## config.mk

```make
export PLATFORM = sky130hd
export DESIGN_NAME = writeback_arbiter
export DESIGN_NICKNAME = d
export VERILOG_FILES = /design/src/rtl/writeback_arbiter.sv
export SDC_FILE = /design/constraint.sdc
export NUM_CORES = 1
export LEC_CHECK = 0
export CAP_MARGIN = 30
export CORE_MARGIN = 4
export CORE_UTILIZATION = 35
export CTS_CLUSTER_DIAMETER = 30
export DETAILED_ROUTE_END_ITERATION = 6
export HOLD_SLACK_MARGIN = 0.06
export SYNTH_ARGS = -nofsm -noshare
export SYNTH_HDL_FRONTEND = slang
export SYNTH_SLANG_ARGS = --single-unit
```

## constraint.sdc

```tcl
create_clock -name clock -period 4 [get_ports clock]
set_input_delay 0.8 -clock clock [delete_from_list [all_inputs] [get_ports clock]]
set_output_delay 0.8 -clock clock [all_outputs]
set_load 0.03 [all_outputs]
```

## src/rtl/writeback_arbiter.sv

```systemverilog
// writeback_arbiter: merges pipeline writeback and a buffered auxiliary result stream onto one register-file write port
module writeback_arbiter #(
   parameter int DEPTH      = 4,
   parameter int ADDR_WIDTH = 5,
   parameter int DATA_WIDTH = 32
) (
   input  logic                       clock,
   input  logic                       reset,
   input  logic                       pipe_valid,
   input  logic [ADDR_WIDTH-1:0]      pipe_address,
   input  logic [DATA_WIDTH-1:0]      pipe_data,
   input  logic                       aux_valid,
   output logic                       aux_ready,
   input  logic [ADDR_WIDTH-1:0]      aux_address,
   input  logic [DATA_WIDTH-1:0]      aux_data,
   output logic                       write_enable,
   output logic [ADDR_WIDTH-1:0]      write_address,
   output logic [DATA_WIDTH-1:0]      write_data,
   output logic [2**ADDR_WIDTH-1:0]   pending_mask,
   output logic [$clog2(DEPTH):0]     fifo_count
);
   localparam int PW = $clog2(DEPTH);
   localparam logic [PW:0] FULL = (PW+1)'(DEPTH);
   logic [ADDR_WIDTH-1:0] addr_q [DEPTH];
   logic [DATA_WIDTH-1:0] data_q [DEPTH];
   logic [DEPTH-1:0]      live;
   logic [PW-1:0]         rd_ptr, wr_ptr;
   logic [PW:0]           count;
   logic                  pipe_take, pop, push, head_write;
   assign aux_ready  = count < FULL;
   assign fifo_count = count;
   assign pipe_take  = pipe_valid && (pipe_address != '0);
   assign pop        = !pipe_take && (count != '0);
   assign head_write = pop && live[rd_ptr];
   assign push       = aux_valid && aux_ready && (aux_address != '0);
   // live is cleared on pop, so a set bit always marks an occupied, unsquashed entry
   always_comb begin
      pending_mask = '0;
      for (int i = 0; i < DEPTH; i++)
         if (live[i]) pending_mask[addr_q[i]] = 1'b1;
      pending_mask[0] = 1'b0;
   end
   always_ff @(posedge clock) begin
      if (reset) begin
         rd_ptr        <= '0;
         wr_ptr        <= '0;
         count         <= '0;
         live          <= '0;
         write_enable  <= 1'b0;
         write_address <= '0;
         write_data    <= '0;
      end else begin
         write_enable <= pipe_take || head_write;
         if (pipe_take) begin
            write_address <= pipe_address;
            write_data    <= pipe_data;
         end else if (head_write) begin
            write_address <= addr_q[rd_ptr];
            write_data    <= data_q[rd_ptr];
         end
         for (int i = 0; i < DEPTH; i++)
            if (pipe_take && addr_q[i] == pipe_address) live[i] <= 1'b0;
         if (pop) begin
            live[rd_ptr] <= 1'b0;
            rd_ptr       <= rd_ptr + 1'b1;
         end
         if (push) begin
            addr_q[wr_ptr] <= aux_address;
            data_q[wr_ptr] <= aux_data;
            live[wr_ptr]   <= !(pipe_take && aux_address == pipe_address);
            wr_ptr         <= wr_ptr + 1'b1;
         end
         count <= count + (PW+1)'(push) - (PW+1)'(pop);
      end
   end
endmodule

```

* Yosys cells after proc, flatten, opt, wreduce, memory -nomap -nowiden
Memory sizes are Yosys's and may differ from the RTL's. A register that Yosys moved wholly into a read port is not among the register bits.
Index checks and enable logic that the tools add are counted.
** Word-level totals
- Register bits after elaboration :: 49
- RAM bits :: 148
- Input port bits :: 78
- Memories :: 2
** Cells by class
- $add $sub $neg :: 4
- $lt $le $gt $ge :: 13
- Equal/unequal tests :: 5
- Muxes and demuxes :: 41
- Bitwise logic cells :: 5
- Reductions and logical operators :: 23
** Memories
- data_q :: words 4, width 32, rd ports 1, clocked after Yosys merged registers in 1, wr ports 1, line 25 : logic [DATA_WIDTH-1:0] data_q [DEPTH];
- addr_q :: words 4, width 5, rd ports 5, clocked after Yosys merged registers in 1, wr ports 1, line 24 : logic [ADDR_WIDTH-1:0] addr_q [DEPTH];
** Operators by type and width (number)
- 32-bit 2-to-1 mux :: 6
- 32-bit bitwise OR :: 3
- 5-bit equality test :: 5
- 5-bit by 6-bit less-than comparator with 1-bit output, second input constant :: 4
- 1-bit demux with 5-bit select :: 4
- 5-bit by 1-bit >= comparator with 1-bit output, second input constant :: 4
- 1-bit 2-to-1 mux :: 18
- 1-bit logical AND :: 16
- 4-bit 2-to-1 mux :: 3
- 5-bit 2-to-1 mux :: 2
- 5-bit nonzero test :: 2
- 2-bit 2-to-1 mux :: 4
- 2-bit by 3-bit less-than comparator with 1-bit output, second input constant :: 2
- 2-bit by 1-bit adder with 2-bit output, second input constant :: 2
- 4-bit AND :: 1
- 4-bit bitwise mux :: 1
- 1-bit demux with 2-bit select :: 2
- 2-bit by 1-bit >= comparator with 1-bit output, second input constant :: 2
- 4-bit inverter :: 1
- 3-bit by 1-bit adder with 3-bit output :: 1
- 3-bit less-than comparator, second input constant :: 1
- 3-bit nonzero test :: 1
- 3-bit by 1-bit subtractor with 3-bit output :: 1
- 1-bit binary-select mux with 2-bit select :: 1
- 3 further kinds :: 4

* Longest topological paths before layout
Gate-level depths: netlist of the first run.
An unclocked memory read counts as a cell.
- Depth in word-level cells :: 12
- Gate-level depth with buffers :: 11

* Worst setup path before layout of the first run
No wires, ideal clock.
- Kind :: input -> register
- Start point :: input aux_address[1]
- End point :: register count[2], in the netlist fifo_count[2]
- Library setup time :: 128 ps
- Arrival :: 2836 ps
- Setup slack :: 1036 ps
- Cell stages on the path :: 11
- Path buffers :: 1
- Cell sequence :: or4_1 -> o21a_1 -> clkbuf_1 -> inv_1 -> ha_1 -> inv_1 -> ha_1 -> fa_1 -> xnor2_1 -> xnor2_1 -> nor2_1
** Between the ends
- Longest elaborated chain between the ends :: 4
** Ends and longest elaborated chain
- from (decl) :: line 14 : input logic [ADDR_WIDTH-1:0] aux_address,
- 5-bit nonzero test :: line 35 : assign push = aux_valid && aux_ready && (aux_address != '0);
- 1-bit logical AND :: line 35
- 3-bit by 1-bit adder with 3-bit output :: line 73 : count <= count + (PW+1)'(push) - (PW+1)'(pop);
- 3-bit by 1-bit subtractor with 3-bit output :: line 73
- to (signal assigned) :: line 73
- to (decl) :: line 28 : logic [PW:0] count;
No other way between the ends.
A chain may end at the register's enable or synchronous reset.

==> summary.json, run 1 <==
{
  "clock_latency": {"value": 430, "unit": "ps"},
  "clock_tree.root_cell": {"value": "sky130_fd_sc_hd__clkbuf_16"},
  "synth.area.top_cells": {"value": "sky130_fd_sc_hd__edfxtp_1, sky130_fd_sc_hd__dfxtp_1, sky130_fd_sc_hd__mux4_2"},
  "rsz0062_at_grt": {"value": "false"},
  "htree_levels": {"value": 4},
  "mappedNetlistArea": {"value": 9190, "unit": "um2"},
  "grt_max_degree": {"value": 52},
  "drc": {"value": 0},
  "cpPeakStageDelay": {"value": 670, "unit": "ps"},
  "timing.final.crit_share": {"value": 85.9, "unit": "%"},
  "pwr_density_cell": {"value": 488, "unit": "nW/um2"},
  "first_global_vias": {"value": 6294},
  "cts_num_sinks": {"value": 199},
  "die-height": {"value": 170, "unit": "um"},
  "post-dp-hpwl": {"value": 16500, "unit": "um"},
  "drt_first_pass_iters": {"value": 5},
  "setup_total_negative_slack": {"value": 0, "unit": "ps"},
  "post_synthesis_xor_xnor_area_fraction": {"value": 2.76, "unit": "%"},
  "first_pass_grt_wire_length": {"value": 36500, "unit": "um"},
  "run_status": {"value": "finished clean"},
  "finalMaxSlewViolations": {"value": 0},
  "io_buffer_count": {"value": 150},
  "ioPinCount": {"value": 152},
  "start_util": {"value": 35.5, "unit": "%"},
  "clock_buffer_count_from_cts": {"value": 17},
  "power.total": {"value": 0.00569, "unit": "W"},
  "groute.layer.met2.usage": {"value": 27.8, "unit": "%"},
  "synth_fp_nets": {"value": 738},
  "wirelength": {"value": 23900, "unit": "um"},
  "maxSlewHeadroom": {"value": 52.8, "unit": "%"},
  "largest_family_of_logic_cells_by_synthesized_area": {"value": "compound AO/OA/AOI/OAI gates"},
  "final-setup-viol-count": {"value": 0},
  "drt-initial-drc-count": {"value": 592},
  "buffer_and_inverter_count_on_the_worst_path": {"value": 1},
  "row_count": {"value": 59},
  "post-synth-top-count-cell": {"value": "sky130_fd_sc_hd__edfxtp_1"},
  "p_sw_share": {"value": 27.9, "unit": "%"},
  "hold_violations": {"value": 0},
  "postCtsHoldBufs": {"value": 0},
  "worstHoldPathType": {"value": "flip-flop to flip-flop"},
  "pwr-share-clk": {"value": 31.4, "unit": "%"},
  "proportion_of_synthesized_area_in_mux_cells": {"value": 10.1, "unit": "%"},
  "globalRoute.totalOverflow": {"value": 0},
  "postRouteAntennaNets": {"value": 0},
  "maxCapViolCount": {"value": 0},
  "finalWeightedCongestion": {"value": 0.882},
  "path_class": {"value": "flip-flop to primary output"},
  "critical_path.max_fanout": {"value": 8},
  "cts_setup_buffers": {"value": 0},
  "setup_skew_after_layout": {"value": 16.4, "unit": "ps"},
  "edff_count_synth": {"value": 148},
  "most_heavily_used_metal_layer_in_global_routing": {"value": "met2"},
  "grt_antenna_before_repair": {"value": 1},
  "worst_setup_hold_path_clk_slew": {"value": 70, "unit": "ps"},
  "achievable-frequency": {"value": 0.291, "unit": "GHz"},
  "synth_largest_area_cell": {"value": "sky130_fd_sc_hd__edfxtp_1"},
  "drt-vias-per-instance": {"value": 5.46},
  "synth_top_area_share": {"value": 48.4, "unit": "%"},
  "die_x": {"value": 170, "unit": "um"},
  "ys_dominant_reg_cell": {"value": "sky130_fd_sc_hd__edfxtp_1"},
  "syn_avg_cell_area": {"value": 14.2, "unit": "um2"},
  "ir_worst_vdd": {"value": 0.000339, "unit": "V"},
  "grt_use_met1": {"value": 21.5, "unit": "%"},
  "sequential_cell_area": {"value": 5470, "unit": "um2"},
  "path_cells": {"value": "or3b_2 -> o22ai_1 -> a221o_1 -> clkdlybuf4s50_1"},
  "use_met3": {"value": 2.95, "unit": "%"},
  "synth_compound_area_share": {"value": 11.8, "unit": "%"},
  "ys_seq_area_share": {"value": 59.5, "unit": "%"},
  "critical_path.endpoint_type": {"value": "primary output"},
  "synth_warnings": {"value": 0},
  "tightestPinTransition": {"value": 707, "unit": "ps"},
  "timing.critical_path.slowest_stage_cell": {"value": "sky130_fd_sc_hd__clkdlybuf4s50_1"},
  "syn-instance-count": {"value": 649},
  "grt_use_total": {"value": 16.4, "unit": "%"},
  "fp.dieArea": {"value": 28900, "unit": "um2"},
  "n_fill_cell": {"value": 2328},
  "multi_input_gate_area_in_the_final_layout": {"value": 3400, "unit": "um2"},
  "final_period_minus_worst_setup_slack": {"value": 3440, "unit": "ps"},
  "post_cts.resized_instances": {"value": 0},
  "area.growth.synth_to_final": {"value": 27.0, "unit": "%"},
  "internal_power": {"value": 0.00410, "unit": "W"},
  "yosys-top-cells-count": {"value": "sky130_fd_sc_hd__edfxtp_1, sky130_fd_sc_hd__nor2_1, sky130_fd_sc_hd__dfxtp_1"},
  "worst_setup_path_start_kind": {"value": "flip-flop"},
  "leakage_power_total": {"value": 3.72, "unit": "nW"},
  "tritoncts_clock_tree": {"value": "yes"},
  "route.vias.total": {"value": 6181},
  "crit_required": {"value": 3200, "unit": "ps"},
  "share_of_async_settable_or_async_resettable_flops_after_synthesis": {"value": 0, "unit": "%"},
  "critPathArrivalTime": {"value": 2640, "unit": "ps"},
  "number_of_synthesized_register_bits": {"value": 199},
  "synth.lib_cells_used.distinct": {"value": 47},
  "synth-adder-area-share": {"value": 1.58, "unit": "%"},
  "utilization": {"value": 45.0, "unit": "%"},
  "pwr-share-seq": {"value": 44.8, "unit": "%"},
  "yosys.area_share.simple": {"value": 10.6, "unit": "%"},
  "final_nets": {"value": 873},
  "layout-drive-gt1-share": {"value": 16.9, "unit": "%"},
  "critical_path.top_delay_family": {"value": "buffers and inverters"},
  "clock_path_buffers": {"value": 2},
  "placeableCoreArea": {"value": 25900, "unit": "um2"},
  "netSwitchingPower": {"value": 0.00159, "unit": "W"},
  "detail_route.wl_per_cell": {"value": 21.1, "unit": "um"},
  "power.share.combinational": {"value": 23.7, "unit": "%"}
}
-- logic make-up after synthesis --
kind of cell	count (synthesis)
simple gates	186
mux	45
fa+ha+maj	11
compound gates	113
xor+xnor	29
flops	199
buf+inv	65
other cells	1
-- path summary, 6_finish.rpt --
| check | to | slack (ps) | startpoint | cells after the start |
|---|---|---|---|---|
| setup / recovery | pending_mask[12] | 560 | addr_q[2][1] | 4 |
| hold / removal | write_address[4] | 560 | write_address[4] | 2 |
| setup reg to reg | fifo_count[2] | 1650 | fifo_count[2] | 9 |
| hold reg to reg | write_address[4] | 560 | write_address[4] | 2 |
-- final cells by class --
| cell class | instances | area share (%) |
|---|---|---|
| Sequential cell | 199 | 46.9 |
| Multi-Input combinational cell | 385 | 29.1 |
| Timing Repair Buffer | 172 | 14.7 |
| Clock buffer | 20 | 4.00 |
| Tap cell | 335 | 3.59 |
| Clock inverter | 12 | 1.43 |
| Inverter | 9 | 0.290 |
| Antenna cell | 1 | 0.0214 |
-- power groups by stage --
stage               clock [W]  sequential (W)  combinational (W)
global route          0.00191         0.00258            0.00146
detailed placement          0         0.00260            0.00137
finish                0.00179         0.00255            0.00135
CTS                   0.00182         0.00256            0.00138
global placement            0         0.00261            0.00135
floorplan                   0         0.00265           0.000820
-- sequential cells by signal, indices dropped and copies added, names as in the netlist, named ones only --
register,cells
addr_q,20
rd_ptr,2
live,4
write_data,32
wr_ptr,2
fifo_count,3
write_enable,1
write_address,5
data_q,128
-- stage by stage --
step           std cells  setup WS (ps)  hold WS, ps  area [um2]
3_3_place_gp        1098            581          544       11000
5_1_grt             1132            478          582       11700
2_1_floorplan        649           1040          518        9190
4_1_cts             1132            568          564       11700
6_report            1133            563          564       11700
3_5_place_dp        1100            575          549       11000
-- cells in the final DEF, fill, tap and decap left out, drive strengths merged, types with 6 or more instances in the layout --
cell type / Yosys / layout
a221o: 18 / 18
dfxtp: 51 / 51
nand2: 20 / 20
nor3: 37 / 37
buf: 24 / 23
nand3b: 10 / 10
nor2: 60 / 60
clkdlybuf4s50: 0 / 149
or3b: 7 / 7
ha: 10 / 10
o32ai: 32 / 32
nand3: 8 / 8
nor3b: 8 / 8
a22oi: 14 / 14
o221ai: 13 / 13
mux4: 38 / 38
mux2i: 7 / 7
xor2: 11 / 11
inv: 9 / 11
clkbuf: 32 / 20
and2: 6 / 6
and3b: 6 / 6
xnor2: 18 / 18
edfxtp: 148 / 148
o22ai: 17 / 17
-- metal layers --
layer  part of all wire, %  vias to the layer above  routed length [um]
li1                      -                     2844                   -
met1                    43                     3059               10200
met2                    49                      238               11800
met3                   6.1                       40                1450
met4                   2.0                        0                 470
met5                     0                        -                   0
-- worst min-delay path, cell delays in order (launching register included) --
cell and delay [ps]:
sky130_fd_sc_hd__dfxtp_1 310, sky130_fd_sc_hd__mux2i_1 120, sky130_fd_sc_hd__a211oi_1 90
Power figures use the tool's default switching activity.
==> run 2, diff against run 1 <==
- PLACE_DENSITY: unset -> 0.61
==> run 2 against run 1 <==
  * Global-route usage about the same
  * Cell area fell by 0.18%
  * Via count fell by 0.95%
  * Sequential power about the same
  * Critical path type unchanged
==> summary.json, run 2 (synthesis gave the netlist of run 1 again) <==
{
  "run_status": {"value": "finished clean"},
  "internal_power": {"value": 0.00394, "unit": "W", "change": "-4.0%"},
  "first_global_vias": {"value": 6217, "change": "-1.2%"},
  "maxSlewHeadroom": {"value": 41.9, "unit": "%", "change": "-11 points"},
  "tightestPinTransition": {"value": 870, "unit": "ps", "change": "+163 ps"},
  "post-dp-hpwl": {"value": 16100, "unit": "um", "change": "-1.9%"},
  "critical_path.endpoint_type": {"value": "primary output"},
  "achievable-frequency": {"value": 0.287, "unit": "GHz", "change": "-1.4%"},
  "placeableCoreArea": {"value": 25900, "unit": "um2", "change": "unchanged"},
  "layout_common_cells": {"value": "sky130_fd_sc_hd__clkdlybuf4s50_1, sky130_fd_sc_hd__edfxtp_1, sky130_fd_sc_hd__nor2_1, sky130_fd_sc_hd__dfxtp_1, sky130_fd_sc_hd__mux4_2"},
  "worst_setup_hold_path_clk_slew": {"value": 70, "unit": "ps", "change": "about the same"},
  "p_sw_share": {"value": 29.1, "unit": "%", "change": "+1.2 points"},
  "final_period_minus_worst_setup_slack": {"value": 3490, "unit": "ps", "change": "+48.5 ps"},
  "fp.dieArea": {"value": 28900, "unit": "um2", "change": "unchanged"},
  "detail_route.wl_per_cell": {"value": 21.0, "unit": "um", "change": "-0.11%"},
  "registers.top_by_ff_count": {"value": "data_q"},
  "pwr-share-seq": {"value": 45.9, "unit": "%", "change": "+1.1 points"},
  "layout-drive-gt1-share": {"value": 16.7, "unit": "%", "change": "-0.21 points"},
  "clock_path_buffers": {"value": 2, "change": "unchanged"},
  "ir_worst_vdd": {"value": 0.000315, "unit": "V", "change": "-7.1%"},
  "route.vias.total": {"value": 6122, "change": "-0.95%"},
  "path_class": {"value": "flip-flop to primary output"},
  "die-height": {"value": 170, "unit": "um", "change": "unchanged"},
  "drc": {"value": 0, "change": "unchanged"},
  "finalWeightedCongestion": {"value": 0.859, "change": "-2.6%"},
  "area.growth.synth_to_final": {"value": 26.8, "unit": "%"},
  "rsz0062_at_grt": {"value": "false"},
  "reg2reg_slack": {"value": 1640, "unit": "ps", "change": "about the same"},
  "finalMaxSlewViolations": {"value": 0, "change": "unchanged"},
  "tritoncts_clock_tree": {"value": "yes"},
  "globalRoute.totalOverflow": {"value": 0, "change": "unchanged"},
  "drt-initial-drc-count": {"value": 504, "change": "-15%"},
  "io_buffer_count": {"value": 150, "change": "unchanged"},
  "grt_use_total": {"value": 16.4, "unit": "%", "change": "-0.023 points"},
  "maxCapViolCount": {"value": 0, "change": "unchanged"},
  "utilization": {"value": 45.0, "unit": "%", "change": "-0.082 points"},
  "final-setup-viol-count": {"value": 0, "change": "unchanged"},
  "largest_reg_flops": {"value": 128, "change": "unchanged"},
  "hold_violations": {"value": 0, "change": "unchanged"},
  "postRouteAntennaNets": {"value": 0, "change": "unchanged"},
  "n_fill_cell": {"value": 2292, "change": "-1.5%"},
  "htree_levels": {"value": 4, "change": "unchanged"},
  "drt-vias-per-instance": {"value": 5.41, "change": "-0.87%"},
  "postCtsHoldBufs": {"value": 0, "change": "unchanged"},
  "pwr_density_cell": {"value": 477, "unit": "nW/um2", "change": "-2.2%"},
  "start_util": {"value": 35.5, "unit": "%", "change": "unchanged"},
  "netSwitchingPower": {"value": 0.00162, "unit": "W", "change": "+1.9%"},
  "grt_antenna_before_repair": {"value": 1, "change": "unchanged"},
  "critical_path.max_fanout": {"value": 13, "change": "+5"},
  "dpl-instance-area": {"value": 11100, "unit": "um2", "change": "+0.32%"},
  "first_pass_grt_wire_length": {"value": 36400, "unit": "um", "change": "-0.19%"},
  "leakage_power_total": {"value": 3.69, "unit": "nW", "change": "-0.80%"},
  "ioPinCount": {"value": 152, "change": "unchanged"},
  "layout.cells.most_common": {"value": "sky130_fd_sc_hd__clkdlybuf4s50_1"},
  "cts_setup_buffers": {"value": 0, "change": "unchanged"},
  "drt_first_pass_iters": {"value": 6, "change": "+1"},
  "wirelength": {"value": 23800, "unit": "um", "change": "-0.20%"},
  "pwr-share-clk": {"value": 29.7, "unit": "%", "change": "-1.7 points"},
  "cts_num_sinks": {"value": 199, "change": "unchanged"},
  "worst_setup_path_start_kind": {"value": "flip-flop"},
  "critPathArrivalTime": {"value": 2690, "unit": "ps", "change": "+50 ps"},
  "setup_total_negative_slack": {"value": 0, "unit": "ps", "change": "unchanged"},
  "row_count": {"value": 59, "change": "unchanged"},
  "worstHoldPathType": {"value": "flip-flop to flip-flop"},
  "timing.final.crit_share": {"value": 87.1, "unit": "%", "change": "+1.2 points"},
  "final_design_area_no_fill": {"value": 11600, "unit": "um2", "change": "-0.18%"},
  "clock_buffer_count_from_cts": {"value": 17, "change": "unchanged"},
  "die_x": {"value": 170, "unit": "um", "change": "unchanged"},
  "setup_skew_after_layout": {"value": 7.54, "unit": "ps", "change": "-8.85 ps"},
  "clock_latency": {"value": 420, "unit": "ps", "change": "about the same"},
  "crit_required": {"value": 3200, "unit": "ps", "change": "about the same"},
  "post_cts.resized_instances": {"value": 0, "change": "unchanged"},
  "grt_max_degree": {"value": 52, "change": "unchanged"},
  "layout_top_registers": {"value": "data_q x128, write_data x32, addr_q x20"},
  "clock_tree.root_cell": {"value": "sky130_fd_sc_hd__clkbuf_16"},
  "power.share.combinational": {"value": 24.4, "unit": "%", "change": "+0.7 points"},
  "final_nets": {"value": 871, "change": "-0.23%"}
}
## run 2: power by group through the flow
| stage | registers, W | logic (W) | clock network (W) |
|---|---|---|---|
| floorplan | 0.00265 | 0.000820 | 0 |
| global placement | 0.00261 | 0.00135 | 0 |
| detailed placement | 0.00260 | 0.00137 | 0 |
| CTS | 0.00256 | 0.00138 | 0.00170 |
| global route | 0.00258 | 0.00146 | 0.00178 |
| finish | 0.00255 | 0.00135 | 0.00165 |
## run 2: critical path, stage by stage (launching register included)
cell and delay (ps):
sky130_fd_sc_hd__edfxtp_1 680, sky130_fd_sc_hd__or3b_2 550, sky130_fd_sc_hd__o22ai_1 200, sky130_fd_sc_hd__a221o_1 160
sky130_fd_sc_hd__clkdlybuf4s50_1 680
## run 2: final timing paths
| path | start | to | depth (start not counted) |
|---|---|---|---|
| max | addr_q[2][3] | pending_mask[10] | 4 |
| max reg2reg | fifo_count[2] | fifo_count[2] | 9 |
| min reg2reg | write_address[3] | write_address[3] | 2 |
| min | write_address[3] | write_address[3] | 2 |
## run 2: area by class of cell
class / count / area [um2] / area share [%]
timing repair buffer: 170 / 1750 / 15.0
clock inverter: 15 / 149 / 1.28
clock buffer: 17 / 425 / 3.65
sequential: 199 / 5470 / 46.9
tap: 335 / 419 / 3.60
multi-input combinational: 385 / 3400 / 29.2
inverter: 9 / 33.8 / 0.290
antenna: 2 / 5.00 / 0.0430
## run 2: routing by layer
| layer | part of all wire [%] | up-vias | GRT usage, % |
|---|---|---|---|
| met5 | 0.071 | - | 0 |
| met3 | 7.5 | 35 | 4.60 |
| li1 | - | 2838 | - |
| met1 | 42 | 3026 | 21.0 |
| met4 | 1.6 | 2 | 5.52 |
| met2 | 49 | 221 | 27.0 |
## run 2: metrics by stage
stage | cells | hold slack, ps | total power, W | worst slack (ps)
after CTS | 1130 | 571 | 0.00563 | 554
final | 1132 | 568 | 0.00556 | 515
after global routing | 1130 | 600 | 0.00582 | 468
after floorplan | 649 | 518 | 0.00347 | 1040
after global placement | 1096 | 547 | 0.00396 | 580
after detailed placement | 1098 | 552 | 0.00397 | 558
